File: src/rtl/qdec_cabac_pkg.sv
// Shared types and helpers for the CABAC context-initialisation controller.
package qdec_cabac_pkg;

  localparam logic [9:0] DEF_NUM_CTX = 10'd512;

  typedef enum logic [1:0] {
    ST_IDLE,
    ST_INIT,
    ST_DONE
  } ctx_state_t;

  typedef struct packed {
    logic       pad;
    logic [5:0] p_state;
    logic       val_mps;
  } ctx_entry_t;

  // SliceQpY is signed; contexts are only defined for luma QP 0..51.
  function automatic logic [5:0] clip_qp(input logic signed [6:0] qp);
    if (qp < 7'sd0)       return 6'd0;
    else if (qp > 7'sd51) return 6'd51;
    else                  return qp[5:0];
  endfunction

endpackage

File: src/rtl/qdec_ctx_init_calc.sv
// Combinational initValue/QP to context-entry mapping (CABAC state init).
module qdec_ctx_init_calc
  import qdec_cabac_pkg::*;
(
  input  logic [7:0] init_value,
  input  logic [5:0] qpc,
  output logic [7:0] entry
);

  logic signed [12:0] slope;
  logic signed [12:0] offset;
  logic signed [12:0] prod;
  logic signed [12:0] pre_raw;
  logic [6:0]         pre;
  ctx_entry_t         ent;

  always_comb begin
    // NOTE: every variable gets a value on every path, so no latch is inferred.
    slope   = $signed({9'd0, init_value[7:4]}) * 13'sd5 - 13'sd45;
    offset  = $signed({6'd0, init_value[3:0], 3'b000}) - 13'sd16;
    prod    = slope * $signed({7'd0, qpc});
    pre_raw = (prod >>> 4) + offset;

    if (pre_raw < 13'sd1)        pre = 7'd1;
    else if (pre_raw > 13'sd126) pre = 7'd126;
    else                         pre = pre_raw[6:0];

    ent.pad     = 1'b0;
    ent.val_mps = (pre > 7'd63);
    ent.p_state = ent.val_mps ? 6'(pre - 7'd64) : 6'(7'd63 - pre);
  end

  assign entry = ent;

endmodule

File: src/rtl/qdec_ctx_ctrl.sv
// Context-memory controller: fills the context RAM from the initValue ROM
// at slice start and otherwise arbitrates decoder accesses to that RAM.
module qdec_ctx_ctrl
  import qdec_cabac_pkg::*;
#(
  parameter logic [9:0] NUM_CTX = DEF_NUM_CTX
) (
  input  logic              clk,
  input  logic              rst_n,
  input  logic              init_start,
  input  logic signed [6:0] slice_qp,
  output logic              init_busy,
  output logic              init_done,
  output logic [9:0]        tbl_addr,
  input  logic [7:0]        tbl_rdata,
  input  logic              dec_req,
  input  logic              dec_we,
  input  logic [9:0]        dec_addr,
  input  logic [7:0]        dec_wdata,
  output logic              dec_gnt,
  output logic [7:0]        dec_rdata,
  output logic              dec_rvalid,
  output logic [9:0]        ctx_addr,
  output logic [7:0]        ctx_wdata,
  output logic              ctx_we,
  output logic              ctx_re,
  input  logic [7:0]        ctx_rdata
);

  ctx_state_t state_q, state_d;
  logic [9:0] rd_idx;
  logic [5:0] qpc_q;
  logic       rvalid_q;
  logic       init_wr;
  logic [7:0] entry;

  always_ff @(posedge clk or negedge rst_n) begin
    if (!rst_n) begin
      state_q  <= ST_IDLE;
      rd_idx   <= '0;
      qpc_q    <= '0;
      rvalid_q <= 1'b0;
    end else begin
      // NOTE: non-blocking assignments so every flop samples pre-edge values.
      state_q  <= state_d;
      if (state_q == ST_IDLE && init_start)
        qpc_q <= clip_qp(slice_qp);
      rd_idx   <= (state_q == ST_INIT && rd_idx != NUM_CTX) ? rd_idx + 10'd1 : '0;
      rvalid_q <= dec_gnt & ~dec_we;
    end
  end

  always_comb begin
    state_d = state_q;
    case (state_q)
      ST_IDLE: if (init_start) state_d = ST_INIT;
      ST_INIT: if (rd_idx == NUM_CTX) state_d = ST_DONE;
      ST_DONE: state_d = ST_IDLE;
      default: state_d = ST_IDLE;
    endcase
  end

  qdec_ctx_init_calc u_calc (
    .init_value (tbl_rdata),
    .qpc        (qpc_q),
    .entry      (entry)
  );

  // Write phase lags the ROM read by one cycle: INIT cycle k+1 writes entry k.
  assign init_wr = (state_q == ST_INIT) && (rd_idx != '0);

  // Grant is combinational from dec_req, so it must be gated by reset directly.
  assign dec_gnt = rst_n && (state_q == ST_IDLE) && !init_start && dec_req;

  always_comb begin
    tbl_addr  = '0;
    ctx_addr  = '0;
    ctx_wdata = '0;
    ctx_we    = 1'b0;
    ctx_re    = 1'b0;
    if (state_q == ST_INIT)
      tbl_addr = (rd_idx == NUM_CTX) ? NUM_CTX - 10'd1 : rd_idx;
    if (init_wr) begin
      ctx_addr  = rd_idx - 10'd1;
      ctx_wdata = entry;
      ctx_we    = 1'b1;
    end else if (dec_gnt) begin
      ctx_addr  = dec_addr;
      ctx_wdata = dec_wdata;
      ctx_we    = dec_we;
      ctx_re    = ~dec_we;
    end
  end

  assign init_busy  = (state_q != ST_IDLE);
  assign init_done  = (state_q == ST_DONE);
  assign dec_rvalid = rvalid_q;
  assign dec_rdata  = rvalid_q ? ctx_rdata : '0;

endmodule

File: config.mk
export PLATFORM = sky130hd
export DESIGN_NAME = qdec_ctx_ctrl
export DESIGN_NICKNAME = d
export VERILOG_FILES = /design/src/rtl/qdec_cabac_pkg.sv /design/src/rtl/qdec_ctx_init_calc.sv /design/src/rtl/qdec_ctx_ctrl.sv
export SDC_FILE = /design/constraint.sdc
export NUM_CORES = 1
export LEC_CHECK = 0
export ABC_CLOCK_PERIOD_IN_PS = 15100
export CORE_MARGIN = 2
export CORE_UTILIZATION = 52
export CTS_CLUSTER_DIAMETER = 30
export DETAILED_ROUTE_END_ITERATION = 6
export GPL_ROUTABILITY_DRIVEN = 0
export PLACE_DENSITY = 0.82
export SYNTH_ARGS = -nofsm -noshare
export SYNTH_HDL_FRONTEND = slang
export SYNTH_SLANG_ARGS = --single-unit
File: constraint.sdc
create_clock -name clk -period 15.1 [get_ports clk]
set_input_delay 3.02 -clock clk [delete_from_list [all_inputs] [get_ports clk]]
set_output_delay 3.02 -clock clk [all_outputs]
set_load 0.005 [all_outputs]
### Word-level counts from Yosys, hierarchy flattened

Index checks and enable logic that the tools add are counted.

* add/subtract/negate cells: 7
* $mul: 2
* $lt $le $gt $ge: 5
* eq/ne operators: 6
* mux-type cells: 20
* bitwise gates (word level): 2
* reduce and logical (&&, ||, !) cells: 11

Operator list (number)
* $mux W10: 5
* $mux W8: 3
* $mux W6: 3
* $mux W7: 2
* $gt A13 B8 Y1 const B: 1
* $lt A13 B2 Y1 const B: 1
* $mul A13 B7 Y13: 1
* $sub A13 B7 Y13 const B: 1
* $add A10 B1 Y10 const B: 1
* $add A9 B8 Y10: 1
* $eq A10 B10 Y1 const B: 1
* $ne A10 B10 Y1 const B: 1
* $reduce_bool A10 Y1: 1
* $sub A10 B1 Y10 const B: 1
* $sub A7 B5 Y8 const B: 1
* $gt A7 B6 Y1 const B: 1
* $gt A7 B7 Y1 const B: 1
* $lt A7 B1 Y1 const B: 1
* $mul A4 B3 Y7 const B: 1
* $logic_and A1 B1 Y1: 6
* $sub A6 B1 Y6 const B: 1
* $sub A6 B6 Y6 const A: 1
* $mux W1: 4
* $mux W2: 2
* other kinds (11): 11

* register bits: 19
* input bits: 46

### Logic depth before layout (Yosys ltp)

* depth after elaboration: 10
* gate-level depth with buffers: 29

### By module

Synthesis repeated with hierarchy kept, for this count alone.

* cells, all modules: 446
* area, all modules: 3741.1 µm²

By module, submodules not included
* qdec_ctx_init_calc: times used 1, cells an instance 267, area each 2306.0 µm², sequential area each 0.0 µm²
* qdec_ctx_ctrl: times used 1, cells an instance 179, area each 1435.1 µm², sequential area each 475.5 µm²

### Worst setup path before layout

No wires, ideal clock.

* path kind: input -> output
* start point: in tbl_rdata[5]
* end point: out ctx_wdata[1]
* arrival time: 9612 ps
* data required time: 12080 ps
* slack: 2468 ps
* cell stages on the path: 28
* buffers on the path: 0
* cell sequence: ha_1 -> ha_1 -> inv_1 -> fa_1 -> nand2_1 -> nand2_1 -> a31o_2 -> and2_1 -> inv_1 -> fa_1 -> inv_1 -> fa_1 -> fa_1 -> inv_1 -> fa_1 -> inv_1 -> ha_1 -> a21oi_1 -> o32ai_1 -> or3_1 -> a31oi_1 -> xnor3_1 -> ha_1 -> xor2_1 -> o41ai_1 -> a311oi_1 -> nor3_2 -> a32o_1

* word-level cells in the longest chain between the ends: 10

RTL lines
* from (decl): line qdec_ctx_ctrl.sv:15 `input logic [7:0] tbl_rdata,`
* $mul A4 B3 Y7 *: line qdec_ctx_init_calc.sv:19 `slope = $signed({9'd0, init_value[7:4]}) * 13'sd5 - 13'sd45;`
* $sub A13 B7 Y13 *: line qdec_ctx_init_calc.sv:19
* $mul A13 B7 Y13 *: line qdec_ctx_init_calc.sv:21 `prod = slope * $signed({7'd0, qpc});`
* $add A9 B8 Y10 *: line qdec_ctx_init_calc.sv:22 `pre_raw = (prod >>> 4) + offset;`
* $gt A13 B8 Y1: line qdec_ctx_init_calc.sv:25 `else if (pre_raw > 13'sd126) pre = 7'd126;`
* $mux W7: line qdec_ctx_init_calc.sv:25
* $mux W7 *: line qdec_ctx_init_calc.sv:24 `if (pre_raw < 13'sd1) pre = 7'd1;`
* $sub A6 B6 Y6 (tied with other cells): line qdec_ctx_init_calc.sv:30 `ent.p_state = ent.val_mps ? 6'(pre - 7'd64) : 6'(7'd63 - pre);`
* $mux W6 *: line qdec_ctx_init_calc.sv:30
* $mux W8 *: line qdec_ctx_ctrl.sv:83 `if (init_wr) begin`
* to (decl): line qdec_ctx_ctrl.sv:24 `output logic [7:0] ctx_wdata,`

Mark *: on every way between the ends. The rest lies on a longest branch, timed or not.

### Worst setup path in the final report

* start point: in tbl_rdata[7]
* end point: out ctx_wdata[1]

The elaborated chain is that of the path after synthesis.

==> run_results.csv <==
group,metric,value,unit
power_and_ir_drop,p_int,0.0938,mW
floorplan,die_h,87.7,um
setup_path,cp_max_fo,6,
synth,synthTopCellsByArea,"fa_1, dfrtp_1, ha_1, xnor2_1, inv_1",
synth,synth_top_area_share,17.6,%
cells_and_area,area_growth,26.5,%
synth,synth-edff-count,0,
cells_and_area,final_nets,639,
detailed_routing,drc_errors,0,
setup_path,max_stage_delay,0.52,ns
power_and_ir_drop,clkPwrFrac,26.7,%
detailed_routing,drtAntennaViolNets,0,
sta,report.final.slew_viol_count,0,
clock_network,clkSinkCount,19,
detailed_routing,wirelength,8530,um
sta,fmax,0.0698,GHz
setup_path,ff2ff_path_depth,7,
clock_network,clk_pin_slew,0.07,ns
floorplan,rows,30,
setup_path,arrival,11.30,ns
power_and_ir_drop,finalPower,0.133,mW
synth,syn_avg_cell_area,8.08,um^2
synth,synth_common_cells,"inv_1, nand2_1, ha_1, xnor2_1, fa_1",
floorplan,die-area,7690,um^2
cells_and_area,drive_above_1_share,1.91,%
setup_path,crit_required,12.08,ns
sta,fin_crit_sh,94.8,%
grt,grt_first_pass_wirelength,14800,um
cells_and_area,final_util,67.8,%
power_and_ir_drop,power_density,28.9,nW/um^2
sta,tns,0,ns
setup_path,start_kind,"primary input",
sta,fin_skew,0.00593,ns
setup_path,crit_buf_inv,3,
floorplan,die_x,87.7,um
grt,antenna_found_initial,0,
detailed_routing,drtPass1Iterations,4,
clock_network,postCtsSetupBuffers,0,
power_and_ir_drop,ir_drop,0.0384,mV
setup_path,crit_path_end_kind,"output pin",
clock_network,cts_resized,0,
power_and_ir_drop,switching_share,29.6,%
floorplan,initial_utilization,53.6,%
setup_path,crit_type,"primary input to output pin",
synth,synth-warning-count,0,
power_and_ir_drop,p_switching,0.0395,mW
sta,worst_slew_pin_slew,1.14,ns
grt,grt_usage,23.4,%
place,dp_hpwl,7060,um
synth,syn-instance-count,451,
detailed_routing,drtIter0Drc,118,
place,numPortBuffers,87,
clock_network,cts_made_buffers,3,
setup_path,crit_slowest_cell,"fa_1",
setup_path,cp-endpoint,"ctx_wdata[1]",
setup_path,path_depth,27,
synth,synth_area_leader_cell,"fa_1",
grt,overflow,0,
setup_path,startpoint,"tbl_rdata[7]",
clock_network,cts-hold-fix-buffers,0,
synth,ys_seq_elements,19,
cells_and_area,multiInputGateArea,2860,um^2
clock_network,clockBufferDepth,2,
clock_network,htree_levels,1,
synth,async_flop_share,100,%
grt,grt_max_degree,21,
cells_and_area,nFillCells,563,
detailed_routing,vias,3265,
sta,max_slew_margin,23.5,%
synth,synth_ff_type,"dfrtp_1",
cells_and_area,antenna_cells,0,
setup_path,r2r_end,"rd_idx[5]$_DFF_PN0_",
clock_network,clock_latency,0.26,ns
clock_network,cts_root_buf,"clkbuf_8",
power_and_ir_drop,p_comb_share,35.2,%
worst_hold_path,hold_class,"flip-flop to flip-flop",
job,max_cap_viol_count,0,
floorplan,coreArea,6790,um^2
grt,grt_pass1_vias,3490,
sta,hold_viol_final,0,
sta,period_minus_slack,14.32,ns
synth,syn_nets,566,
setup_path,reg2reg_from,"rd_idx[0]$_DFF_PN0_",
setup_path,r2r_setup_slack,12.65,ns
synth,yosysUniqueCellTypes,46,
power_and_ir_drop,p_leak,2.11,nW
run_status,outcome,"finished clean",
sta,rsz0062_at_grt,"no",
cells_and_area,regArea,475,um^2
floorplan,ios,88,
power_and_ir_drop,p_seq_share,38.2,%
synth,synth_most_common_cell,"inv_1",
setup_path,crit_top_cell,"fa_1",
sta,setup_viol,0,
detailed_routing,vias_per_cell,5.27,
synth,syn_area,3640,um^2
detailed_routing,wl_per_cell,13.8,um
setup_path,critical_path.top_delay_family,"adder cells",
clock_network,tritoncts,"done",
synth,ys_seq_area_share,13.1,%
==> final cells by class <==
class | instances | area share, %
Inverter | 64 | 5.21
Clock buffer | 3 | 0.896
Sequential cell | 19 | 10.3
Tap cell | 96 | 2.61
Clock inverter | 1 | 0.109
Timing Repair Buffer | 87 | 18.9
Multi-Input combinational cell | 349 | 62.0
==> placed cells by master (no fill, tap or decap), types with 3 or more instances in the layout <==
master           instances
a21o_1                   4
a21oi_1                 19
a31oi_1                  3
and2_1                  25
and2b_1                  3
clkbuf_8                 3
clkdlybuf4s50_1         87
dfrtp_1                 19
fa_1                    32
ha_1                    37
inv_1                   64
nand2_1                 44
nand2b_1                10
nand3_1                  6
nor2_1                  28
nor2b_1                 17
nor3_1                   5
nor3b_1                  3
nor4_1                   5
o21a_1                  13
o21ai_0                 15
o31ai_1                  3
xnor2_1                 34
xor2_1                  14
==> power groups by stage <==
stage               clock network [mW]  logic, mW  registers [mW]
floorplan                            0     0.0221          0.0519
global placement                     0     0.0455          0.0518
detailed placement                   0     0.0465          0.0518
CTS                             0.0358     0.0469          0.0509
global route                    0.0370     0.0510          0.0508
finish                          0.0356     0.0469          0.0509
==> flip-flops by register name, indices dropped and copies added (netlist names) <==
register,flops
dec_rvalid,1
rd_idx,10
qpc_q,6
state_q,2
==> stage by stage <==
| stage | instances | setup slack, ns | instance area (um^2) | hold slack [ns] |
|---|---|---|---|---|
| floorplan | 451 | 2.47 | 3640 | 0.515 |
| global placement | 615 | 1.12 | 4560 | 0.579 |
| detailed placement | 615 | 0.891 | 4560 | 0.587 |
| CTS | 619 | 0.862 | 4610 | 0.599 |
| global route | 619 | 0.278 | 4610 | 0.630 |
| finish | 619 | 0.783 | 4610 | 0.600 |
==> routing by layer <==
metal | up-vias | global-route usage [%] | part of all wire [%]
met2 | 71 | 44.0 | 53
met3 | 11 | 1.51 | 2.9
met5 | - | 0 | 0
met1 | 1584 | 29.5 | 43
li1 | 1599 | - | -
met4 | 0 | 4.90 | 1.1
==> cell families after synthesis <==
family / Yosys count / synth area share (%)
AOI/OAI and AO/OA: 70 / 12.7
xor gates and xnor gates: 49 / 12.2
adders and majority gates: 69 / 30.3
buffers and inverters: 83 / 8.69
DFF: 19 / 13.1
and+or+nand+nor: 161 / 23.1
==> worst min path at each step <==
| stage | start | endpoint | slack (ns) | cells after the start |
|---|---|---|---|---|
| 2_1_floorplan | rd_idx[0]$_DFF_PN0_ | rd_idx[0]$_DFF_PN0_ | 0.51 | 1 |
| 3_3_place_gp | rd_idx[0]$_DFF_PN0_ | rd_idx[0]$_DFF_PN0_ | 0.58 | 1 |
| 3_5_place_dp | rd_idx[0]$_DFF_PN0_ | rd_idx[0]$_DFF_PN0_ | 0.59 | 1 |
| 4_1_cts | rd_idx[0]$_DFF_PN0_ | rd_idx[0]$_DFF_PN0_ | 0.60 | 1 |
| 5_1_grt | rd_idx[0]$_DFF_PN0_ | rd_idx[0]$_DFF_PN0_ | 0.63 | 1 |
| 6_report | rd_idx[0]$_DFF_PN0_ | rd_idx[0]$_DFF_PN0_ | 0.60 | 1 |
No activity file was read; power rests on OpenSTA's default activity.
